<file path="src/rtl/uart_word_sender.sv">
// Buffers 32-bit result words in a FIFO and sends them on an 8N1 UART line.
// A word goes out as four bytes MSB-first, or as its low byte alone in single mode.
module uart_word_sender #(
   parameter int CLKS_PER_BIT = 868,
   parameter int DEPTH_LOG    = 4
) (
   input  logic        CLK,
   input  logic        RST_N,
   input  logic [1:0]  MODE,
   input  logic [31:0] DIN,
   input  logic        WE,
   output logic        READY,
   output logic        TXD,
   output logic        BUSY,
   output logic        OVF
);
   localparam int DEPTH = 1 << DEPTH_LOG;
   localparam int BW    = $clog2(CLKS_PER_BIT);
   localparam logic [DEPTH_LOG:0] FULL  = (DEPTH_LOG+1)'(DEPTH);
   localparam logic [DEPTH_LOG:0] CNT1  = (DEPTH_LOG+1)'(1);
   localparam logic [BW-1:0]      LAST  = BW'(CLKS_PER_BIT - 1);

   typedef enum logic [2:0] {IDLE, LOAD, START, DATA, STOP} state_e;

   logic [32:0]          mem_q [DEPTH];
   logic [DEPTH_LOG-1:0] wr_ptr_q, rd_ptr_q;
   logic [DEPTH_LOG:0]   count_q, count_d;
   logic [32:0]          hold_q;
   logic                 ready_q, ovf_q, txd_q, txd_d;
   state_e               state_q, state_d;
   logic [BW-1:0]        baud_q, baud_d;
   logic [2:0]           bit_q, bit_d;
   logic [7:0]           cur_q, cur_d;
   logic [23:0]          rest_q, rest_d;
   logic [1:0]           left_q, left_d;
   logic                 full, accept, pop, tick;
   logic                 unused_mode;

   assign unused_mode = MODE[1];
   assign full   = (count_q == FULL);
   assign accept = WE && !full;
   assign tick   = (baud_q == LAST);

   assign READY = ready_q;
   assign TXD   = txd_q;
   assign OVF   = ovf_q;
   assign BUSY  = (count_q != '0) || (state_q != IDLE);

   always_ff @(posedge CLK) begin
      if (accept) mem_q[wr_ptr_q] <= {MODE[0], DIN};
   end

   always_comb begin
      count_d = count_q;
      if (accept && !pop)      count_d = count_q + CNT1;
      else if (!accept && pop) count_d = count_q - CNT1;
   end

   always_ff @(posedge CLK or negedge RST_N) begin
      if (!RST_N) begin
         wr_ptr_q <= '0;
         rd_ptr_q <= '0;
         count_q  <= '0;
         hold_q   <= '0;
         ready_q  <= 1'b1;
         ovf_q    <= 1'b0;
      end else begin
         if (accept) wr_ptr_q <= wr_ptr_q + DEPTH_LOG'(1);
         if (pop) begin
            hold_q   <= mem_q[rd_ptr_q];
            rd_ptr_q <= rd_ptr_q + DEPTH_LOG'(1);
         end
         count_q <= count_d;
         ready_q <= (count_d != FULL);
         if (WE && full) ovf_q <= 1'b1;
      end
   end

   always_ff @(posedge CLK or negedge RST_N) begin
      if (!RST_N) begin
         state_q <= IDLE;
         baud_q  <= '0;
         bit_q   <= '0;
         cur_q   <= '0;
         rest_q  <= '0;
         left_q  <= '0;
         txd_q   <= 1'b1;
      end else begin
         state_q <= state_d;
         baud_q  <= baud_d;
         bit_q   <= bit_d;
         cur_q   <= cur_d;
         rest_q  <= rest_d;
         left_q  <= left_d;
         txd_q   <= txd_d;
      end
   end

   always_comb begin
      state_d = state_q;
      bit_d   = bit_q;
      cur_d   = cur_q;
      rest_d  = rest_q;
      left_d  = left_q;
      baud_d  = '0;
      unique case (state_q)
         IDLE: if (count_q != '0) state_d = LOAD;
         LOAD: begin
            state_d = START;
            if (hold_q[32]) begin
               cur_d  = hold_q[7:0];
               left_d = 2'd0;
            end else begin
               cur_d  = hold_q[31:24];
               rest_d = hold_q[23:0];
               left_d = 2'd3;
            end
         end
         START: if (tick) state_d = DATA;
         DATA: if (tick) begin
            if (bit_q == 3'd7) state_d = STOP;
            else               bit_d   = bit_q + 3'd1;
         end
         STOP: if (tick) begin
            if (left_q != 2'd0) begin
               state_d = START;
               cur_d   = rest_q[23:16];
               rest_d  = {rest_q[15:0], 8'h00};
               left_d  = left_q - 2'd1;
            end else if (count_q != '0) begin
               state_d = LOAD;
            end else begin
               state_d = IDLE;
            end
         end
         default: state_d = IDLE;
      endcase
      // Counters restart on every state entry, so each bit lasts a full period.
      if (state_d != state_q) bit_d = '0;
      else if (!tick)         baud_d = baud_q + BW'(1);
   end

   always_comb begin
      pop   = 1'b0;
      txd_d = 1'b1;
      if (state_q == IDLE && count_q != '0)
         pop = 1'b1;
      if (state_q == STOP && tick && left_q == 2'd0 && count_q != '0)
         pop = 1'b1;
      unique case (state_d)
         START:   txd_d = 1'b0;
         DATA:    txd_d = cur_d[bit_d];
         default: txd_d = 1'b1;
      endcase
   end
endmodule

</file>
<file path="config.mk">
export PLATFORM = sky130hd
export DESIGN_NAME = uart_word_sender
export DESIGN_NICKNAME = d
export VERILOG_FILES = /design/src/rtl/uart_word_sender.sv
export SDC_FILE = /design/constraint.sdc
export NUM_CORES = 1
export LEC_CHECK = 0
export ABC_CLOCK_PERIOD_IN_PS = 7000
export BUFFER_PORTS_ARGS = -buffer_cell sky130_fd_sc_hd__buf_2
export CORE_UTILIZATION = 65
export DETAILED_ROUTE_END_ITERATION = 10
export HOLD_SLACK_MARGIN = 0.1
export PLACE_DENSITY_LB_ADDON = 0.2
export SLEW_MARGIN = 20
export SYNTH_ARGS = -nofsm -noshare
export SYNTH_HDL_FRONTEND = slang
export SYNTH_SLANG_ARGS = --single-unit
</file>
<file path="constraint.sdc">
create_clock -name CLK -period 7 [get_ports CLK]
set_input_delay 0 -clock CLK [delete_from_list [all_inputs] [get_ports CLK]]
set_output_delay 0 -clock CLK [all_outputs]
set_load 0.1 [all_outputs]
</file>
* Word-level counts from Yosys, hierarchy flattened
Memory sizes are Yosys's and may differ from the RTL's. A register that Yosys moved wholly into a read port is not among the register bits.
Index checks and enable logic that the tools add are counted.
** Storage, ports and cells
- Register bits :: 66
- Latch bits :: 0
- Memory bits (writable) :: 528
- Memory bits (read-only) :: 0
- Input port bits :: 37
- Output and inout bits :: 4
- Word-level logic and storage cells :: 91
- Memories kept :: 1
** Memory list
- mem_q :: depth 16, width 33, rd ports 1, clocked after memory_dff 1, write ports 1, line 25 : logic [32:0] mem_q [DEPTH];
** Cells by class
- $add $sub $neg :: 7
- Multipliers :: 0
- Div/mod/pow operators :: 0
- Order comparisons :: 1
- Equality and inequality tests :: 14
- Shifts and indexed selects :: 0
- Muxes and demuxes :: 35
- Bitwise logic cells :: 0
- Reductions and logical operators :: 21
** Operators by type and width (number)
- 24-bit 2-to-1 mux :: 3
- 24-bit one-hot mux with 2 select lines :: 1
- 3-bit 2-to-1 mux :: 9
- 8-bit 2-to-1 mux :: 3
- 10-bit 2-to-1 mux :: 2
- 8-bit one-hot mux with 2 select lines :: 1
- 3-bit one-hot mux with 5 select lines :: 1
- 3-bit by 2-bit equality test with 1-bit output, second input constant :: 4
- 10-bit by 1-bit adder with 10-bit output, second input constant :: 1
- 10-bit equality test, second input constant :: 1
- 5-bit 2-to-1 mux :: 2
- 4-bit by 1-bit adder with 4-bit output, second input constant :: 2
- 1-bit logical AND :: 8
- 2-bit 2-to-1 mux :: 4
- 3-bit equality test, second input constant :: 2
- 1-bit 2-to-1 mux :: 6
- 2-bit inequality test, second input constant :: 3
- 5-bit by 1-bit adder with 5-bit output, second input constant :: 1
- 5-bit equality test, second input constant :: 1
- 5-bit inequality test, second input constant :: 1
- 5-bit nonzero test :: 1
- 5-bit by 1-bit subtractor with 5-bit output, second input constant :: 1
- 1-bit zero test :: 4
- 3-bit by 4-bit < comparator with 1-bit output, second input constant :: 1
- 14 further kinds :: 15

* Longest topological paths before layout
Gate-level depths: netlist of run 1.
- Depth in word-level cells :: 10
- Gate-level depth with buffers :: 11

* Worst setup path before layout of run 1
No wires, ideal clock.
- Path kind :: reg-to-reg
- From :: reg count_q[0]
- To :: reg baud_q[2]
- Library setup time :: 0.072 ns
- Arrival time :: 3.097 ns
- Required time :: 6.928 ns
- Path slack :: 3.831 ns
- Stages on the path, launching flop included :: 9
- Path buffers :: 1
- Cell sequence :: dfrtp_1 > inv_1 > ha_1 > nor4b_1 > nand3b_1 > o221a_2 > or2_2 > clkbuf_1 > nor2_1
** Between the ends
- Word-level cells in the longest chain between the ends :: 7
- Elaborated cells between the ends (all ways) :: 8
** RTL lines
- start, declared :: line 27 : logic [DEPTH_LOG:0] count_q, count_d;
- start signal, assigned :: line 73 : count_q <= count_d;
- 5-bit nonzero test (*) :: line 107, 130
- 1-bit 2-to-1 mux :: line 130 : end else if (count_q != '0) begin
- 2-bit 2-to-1 mux :: line 125 : if (left_q != 2'd0) begin
- 3-bit 2-to-1 mux :: line 124 : STOP: if (tick) begin
- 3-bit one-hot mux with 5 select lines (*) :: line 106 : unique case (state_q)
- 3-bit inequality test (*) :: line 139 : if (state_d != state_q) bit_d = '0;
- 10-bit 2-to-1 mux (*) :: line 139
- via baud_d[2] :: line 31 : logic [BW-1:0] baud_q, baud_d;
- end signal, assigned :: line 90 : baud_q <= baud_d;
- end, declared :: line 31
The timed path passes the listed nets; every way through them passes the cells marked *.
A chain may end at the register's enable or synchronous reset.

==> flow_metrics.tcl, run 1 <==
set metrics [dict create \
    synth_top_area_share 0.646 \
    crit_path_frequent_cell "mux4_2" \
    cp-end-kind "flip-flop" \
    port_buffers 39 \
    worst_pin_slew_ns 1.12 \
    finalSetupTns_ns 0 \
    yosysSeqAreaShare 0.746 \
    synthSimpleGateAreaFrac 0.0307 \
    cts.reportedPaths.clkPinSlew_ns 0.06 \
    num-nets-final 1348 \
    setup_viol 0 \
    cts_buffers 58 \
    cp.required_ns 7.48 \
    synth_compound_area_frac 0.0253 \
    synth_edf_count 528 \
    min_period_ns 3.37 \
    routedWlPerCell_um 27.9 \
    ys_seq_elements 627 \
    vias 12000 \
    rows 70 \
    via_per_inst 6.50 \
    critPathArrivalTime_ns 3.85 \
    die_y_um 196 \
    syn-num-nets 1248 \
    worstSetupPathType "reg2reg" \
    slew_headroom 0.255 \
    fp.dieW_um 196 \
    cts_sinks 627 \
    dpl.hpwl_um 25600 \
    max_freq_mhz 297 \
    multi_input_comb_area_um2 5960 \
    syn2layout_area_growth_pct 12.2 \
    muxShareOfSynthArea 0.174 \
    gr-total-overflow 0 \
    dieArea_um2 38600 \
    antenna_found_initial 2 \
    seq_area_um2 18300 \
    ir_drop_uv 368 \
    cts_resized 0 \
    synth_flop_cell "edfxtp_1" \
    synth_cells 1200 \
    rsz0062_at_grt "no" \
    num_antenna_cells 0 \
    crit_slowest_cell "dfrtp_4" \
    ctsHtreeMaxLevel 2 \
    powerDensity_nw_per_um2 376 \
    maxSlewViolCount 0 \
    syn_avg_cell_area_um2 20.5 \
    grt_pass1_wl_um 76700 \
    cap_violations 0 \
    drt-pass1-iter-count 4 \
    layout-drive-gt1-share 0.272 \
    gp_congestion 0.864 \
    final.period_utilization 0.481 \
    clk_path_buf_depth 3 \
    synthMostInstantiatedCell "edfxtp_1" \
    postCtsSetupRepairBufs 0 \
    clock-root-buffer "clkbuf_16" \
    synth_cell_types 58 \
    ys_async_sr_fraction 0.158 \
    hold_violations 0 \
    path_cells "buf_4, mux4_2, mux4_2, mux2_2" \
    worstSkewPairLatency_ns 0.60 \
    crit_path_start_kind "flip-flop" \
    p_leak_nw 9.50 \
    synth_common_cells "edfxtp_1 (528), mux4_2 (150), dfrtp_1 (97)" \
    grt.total_usage 0.280 \
    ys_warn_count 0 \
    cp_max_fo 73 \
    core_area_um2 36900 \
    synth_top_family_by_area "multiplexers" \
    ys_top_cells_by_area "edfxtp_1 (65%), mux4_2 (14%), dfrtp_1 (9.9%)" \
    nFillCells 2022 \
    timing.hold.ws_ns 0.252 \
    outcome "complete, no violations" \
    start_util 0.666 \
    cts_tree "yes" \
    crit_path_max_incr_delay_ns 0.95 \
    grt_pass1_vias 12400 \
    cts_hold_buf 36 \
    synth-xor-area-share 0.00642 \
    grt_max_degree 119 \
    synth_top_area_cell "edfxtp_1" \
    syn_area_um2 24600 \
    drc_errors 0 \
    fin_worst_skew_ns 0.0218 \
    yosys.area_share.adder 0.00560 \
    pin_count 41 \
    worstHoldPathType "in2reg" \
    ant_nets 0 \
    first_iter_violations 1091 \
    wirelength_um 51700 \
]
==> layout by cell type, fill, tap and decap left out, types with 4 or more instances in the layout <==
| cell type | instances |
|---|---|
| clkbuf_8 | 5 |
| o221ai_1 | 10 |
| mux4_2 | 150 |
| inv_1 | 11 |
| dfrtp_1 | 94 |
| nor2_1 | 27 |
| o22ai_1 | 5 |
| clkbuf_16 | 60 |
| buf_2 | 39 |
| nand2b_1 | 5 |
| clkinv_2 | 11 |
| edfxtp_1 | 528 |
| and3_2 | 4 |
| and3_1 | 4 |
| clkinv_1 | 8 |
| and2_2 | 12 |
| mux2i_1 | 49 |
| ha_1 | 11 |
| a31oi_1 | 4 |
| buf_4 | 23 |
| nand4_1 | 5 |
| o21ai_0 | 30 |
| nor2b_1 | 8 |
| nand2_1 | 51 |
| mux2_2 | 35 |
| nand3_1 | 8 |
| dlygate4sd3_1 | 36 |
| a211oi_1 | 7 |
| clkbuf_1 | 17 |
| a21oi_1 | 16 |
| xnor2_1 | 12 |
| xor2_1 | 6 |
==> power breakdown <==
part           internal [W]  leakage [nW]  switching (W)
Combinational       0.00119          2.60        0.00119
Sequential          0.00461          5.99       0.000381
Clock               0.00171         0.902        0.00130
Total               0.00750          9.50        0.00287
==> cells by family (layout without fill, tap and decap cells) <==
group,Yosys count,after routing
buf+inv,72,220
xor+xnor,18,18
flops,627,627
fa+ha+maj,11,11
simple gates,146,146
compound gates,92,92
mux,234,234
==> area by class of cell <==
class	instances	area share
inverter	12	0.00163
clock buffer	85	0.0601
sequential	627	0.666
tap	504	0.0229
clock inverter	23	0.00581
multi-input combinational	501	0.216
timing repair buffer	100	0.0276
==> worst max-delay path: cells and delay by family (launching register included) <==
| family | cells | cell delay [ns] |
|---|---|---|
| mux | 3 | 1.28 |
| buf+inv | 1 | 0.94 |
| flops | 1 | 0.95 |
==> state kept, by name, indices dropped and copies added (netlist names), 2 cells and up <==
| register | count |
|---|---|
| rest_q | 24 |
| count_q | 5 |
| left_q | 2 |
| bit_q | 3 |
| rd_ptr_q | 4 |
| baud_q | 10 |
| hold_q | 33 |
| state_q | 3 |
| mem_q | 528 |
| wr_ptr_q | 4 |
| cur_q | 8 |
==> routing by layer <==
metal,track usage,wire length [um],vias to the layer above
met5,0.0102,50,-
met4,0.0958,1480,4
met3,0.0556,3780,119
met2,0.442,25300,509
met1,0.400,21100,6308
li1,-,-,5090
==> worst paths after layout <==
kind | start | endpoint | slack, ns | depth (start not counted)
min in group asynchronous | RST_N | baud_q[9] | 0.56 | 4
worst min-delay path | WE | OVF | 0.25 | 4
max in group asynchronous | RST_N | rd_ptr_q[1] | 5.82 | 4
worst max-delay path | rd_ptr_q[1] | hold_q[21] | 3.63 | 4
worst max register to register | rd_ptr_q[1] | hold_q[21] | 3.63 | 4
worst min register to register | OVF | OVF | 0.47 | 1
==> stage by stage <==
step                cell area [um^2]  setup WS, ns  total power [W]  cells   util
detailed placement             25400          3.64          0.00742   1707  0.688
finish                         27600          3.63           0.0104   1852  0.747
CTS                            27500          3.64           0.0104   1851  0.747
global route                   27600          3.55           0.0108   1852  0.747
global placement               25400          3.63          0.00734   1707  0.688
floorplan                      24600          3.83          0.00669   1200      -
Note: power is estimated with default switching activity, not from simulation.
==> run 2: changes to the inputs <==
--- a/config.mk
+++ b/config.mk
@@ -5,9 +5,9 @@
 export SDC_FILE = /design/constraint.sdc
 export NUM_CORES = 1
 export LEC_CHECK = 0
-export ABC_CLOCK_PERIOD_IN_PS = 7000
+export ABC_CLOCK_PERIOD_IN_PS = 3500
 export BUFFER_PORTS_ARGS = -buffer_cell sky130_fd_sc_hd__buf_2
-export CORE_UTILIZATION = 65
+export CORE_UTILIZATION = 62
 export DETAILED_ROUTE_END_ITERATION = 10
 export HOLD_SLACK_MARGIN = 0.1
 export PLACE_DENSITY_LB_ADDON = 0.2
==> constraint.sdc (replaced) <==
create_clock -name CLK -period 3.5 [get_ports CLK]
set_input_delay 0 -clock CLK [delete_from_list [all_inputs] [get_ports CLK]]
set_output_delay 0 -clock CLK [all_outputs]
set_load 0.1 [all_outputs]
==> flow_metrics.tcl, run 2 (synthesized netlist as in run 1, its figures left out) <==
set metrics [dict create \
    first_iter_violations 1199 \
    final_cell_mix "edfxtp_1 (528), mux4_2 (150), dfrtp_1 (94), clkbuf_16 (61), nand2_1 (51)" \
    outcome "complete, no violations" \
    hold_violations 0 \
    r2r-start "baud_q[0]" \
    fin_worst_skew_ns 0.0177 \
    grt_max_degree 50 \
    final.period_utilization 0.839 \
    grt.total_usage 0.267 \
    wirelength_um 52100 \
    seq_area_um2 18300 \
    worstReg2RegEnd "READY" \
    r2r_slack_ns 0.56 \
    cts_buffers 61 \
    finalSetupTns_ns 0 \
    top_regs "mem_q: 528 flops, hold_q: 33 flops, rest_q: 24 flops" \
    rsz0062_at_grt "no" \
    core_area_um2 38800 \
    p_leak_nw 9.71 \
    layout-drive-gt1-share 0.285 \
    reg2reg_depth 8 \
    max_freq_mhz 341 \
    rows 72 \
    start_util 0.633 \
    setup_viol 0 \
    cts_tree "yes" \
    num-nets-final 1370 \
    crit_path_start "baud_q[0]" \
    antenna_found_initial 1 \
    ant_nets 0 \
    dieArea_um2 40400 \
    fin_area_um2 28100 \
    pin_count 41 \
    syn2layout_area_growth_pct 14.3 \
    post_dp_cell_area_um2 25700 \
    dpl.hpwl_um 27100 \
    crit_path_start_kind "flip-flop" \
    fp.dieW_um 201 \
    vias 12000 \
    worst_pin_slew_ns 0.790 \
    ir_drop_uv 565 \
    via_per_inst 6.37 \
    min_period_ns 2.94 \
    fin_ws_ns 0.563 \
    cts_sinks 627 \
    multi_input_comb_area_um2 5950 \
    port_buffers 39 \
    gp_congestion 0.842 \
    drt-pass1-iter-count 8 \
    ctsHtreeMaxLevel 2 \
    gr-total-overflow 0 \
    crit_end "READY" \
    drc_errors 0 \
    largest_register_ffs 528 \
    cap_violations 0 \
    largest-register "mem_q" \
    routedWlPerCell_um 27.6 \
    worstSetupPathType "reg2reg" \
    worstSkewPairLatency_ns 0.61 \
    powerDensity_nw_per_um2 764 \
    critPathArrivalTime_ns 3.45 \
    die_y_um 201 \
    pre_cts_ws_ns 0.545 \
    clk_path_buf_depth 3 \
    min_from "WE" \
    num_antenna_cells 0 \
    nFillCells 2203 \
    cts_resized 0 \
    slew_headroom 0.460 \
    cp_max_fo 9 \
    grt_pass1_wl_um 78300 \
    postCtsSetupRepairBufs 0 \
    maxSlewViolCount 0 \
    cp-end-kind "flip-flop" \
    cts_hold_buf 37 \
    cp.required_ns 4.02 \
    cts.reportedPaths.clkPinSlew_ns 0.06 \
    final_common_cell "edfxtp_1" \
    clock-root-buffer "clkbuf_16" \
    worstHoldPathType "in2reg" \
    grt_pass1_vias 12500 \
]
-- run 2: cell types whose count changed in the layout (fill, tap and decap cells not counted), moves of 2 or more --
| cell | previous run | this run |
|---|---|---|
| buf_12 | 1 | 17 |
| clkbuf_1 | 17 | 8 |
| clkinv_1 | 8 | 15 |
| bufinv_16 | 2 | 8 |
| clkbuf_8 | 5 | 0 |
| clkinvlp_4 | 0 | 5 |
| buf_4 | 23 | 27 |
| clkbuf_4 | 3 | 0 |
| clkinv_2 | 11 | 13 |
-- run 2: critical path, stage by stage, from the launching register on --
cell and delay (ns):
dfrtp_1 0.38, ha_1 0.20, nor3b_2 0.34, nand4_2 0.19, a2111oi_4 0.66, nor2_1 0.25, o211ai_2 0.18, o31ai_1 0.11
or4b_1 0.53
-- run 2: how the worst min path moves through the flow --
| stage | end | slack [ns] | depth (start not counted) |
|---|---|---|---|
| after floorplan | OVF | -0.30 | 0 |
| after global routing | OVF | 0.28 | 4 |
| after global placement | baud_q[3] | 0.06 | 1 |
| after CTS | OVF | 0.23 | 4 |
| after detailed placement | baud_q[2] | 0.07 | 1 |
| final | OVF | 0.24 | 4 |
-- run 2: final cells by class --
class | instances | area share
Multi-Input combinational cell | 501 | 0.212
Inverter | 12 | 0.00160
Clock inverter | 43 | 0.0147
Tap cell | 518 | 0.0231
Timing Repair Buffer | 119 | 0.0399
Clock buffer | 69 | 0.0554
Sequential cell | 627 | 0.653
-- run 2: metrics by stage --
stage	cells	util	total power, W	hold WS (ns)
3_3_place_gp	1740	0.663	0.0149	0.0559
2_1_floorplan	1200	-	0.0134	-0.296
3_5_place_dp	1740	0.663	0.0151	0.0686
5_1_grt	1889	0.723	0.0223	0.275
4_1_cts	1889	0.723	0.0216	0.227
6_report	1889	0.723	0.0215	0.245
-- run 2: power breakdown --
part	switching (W)	internal, W	total [W]
logic	0.00253	0.00254	0.00507
clock network	0.00270	0.00376	0.00647
registers	0.000712	0.00920	0.00992
-- run 2: layer usage --
layer	up-vias	routed length, um	GRT usage
met5	-	13	0
met4	2	1260	0.0807
met3	90	3370	0.0394
met2	494	26300	0.437
met1	6310	21100	0.381
li1	5138	-	-
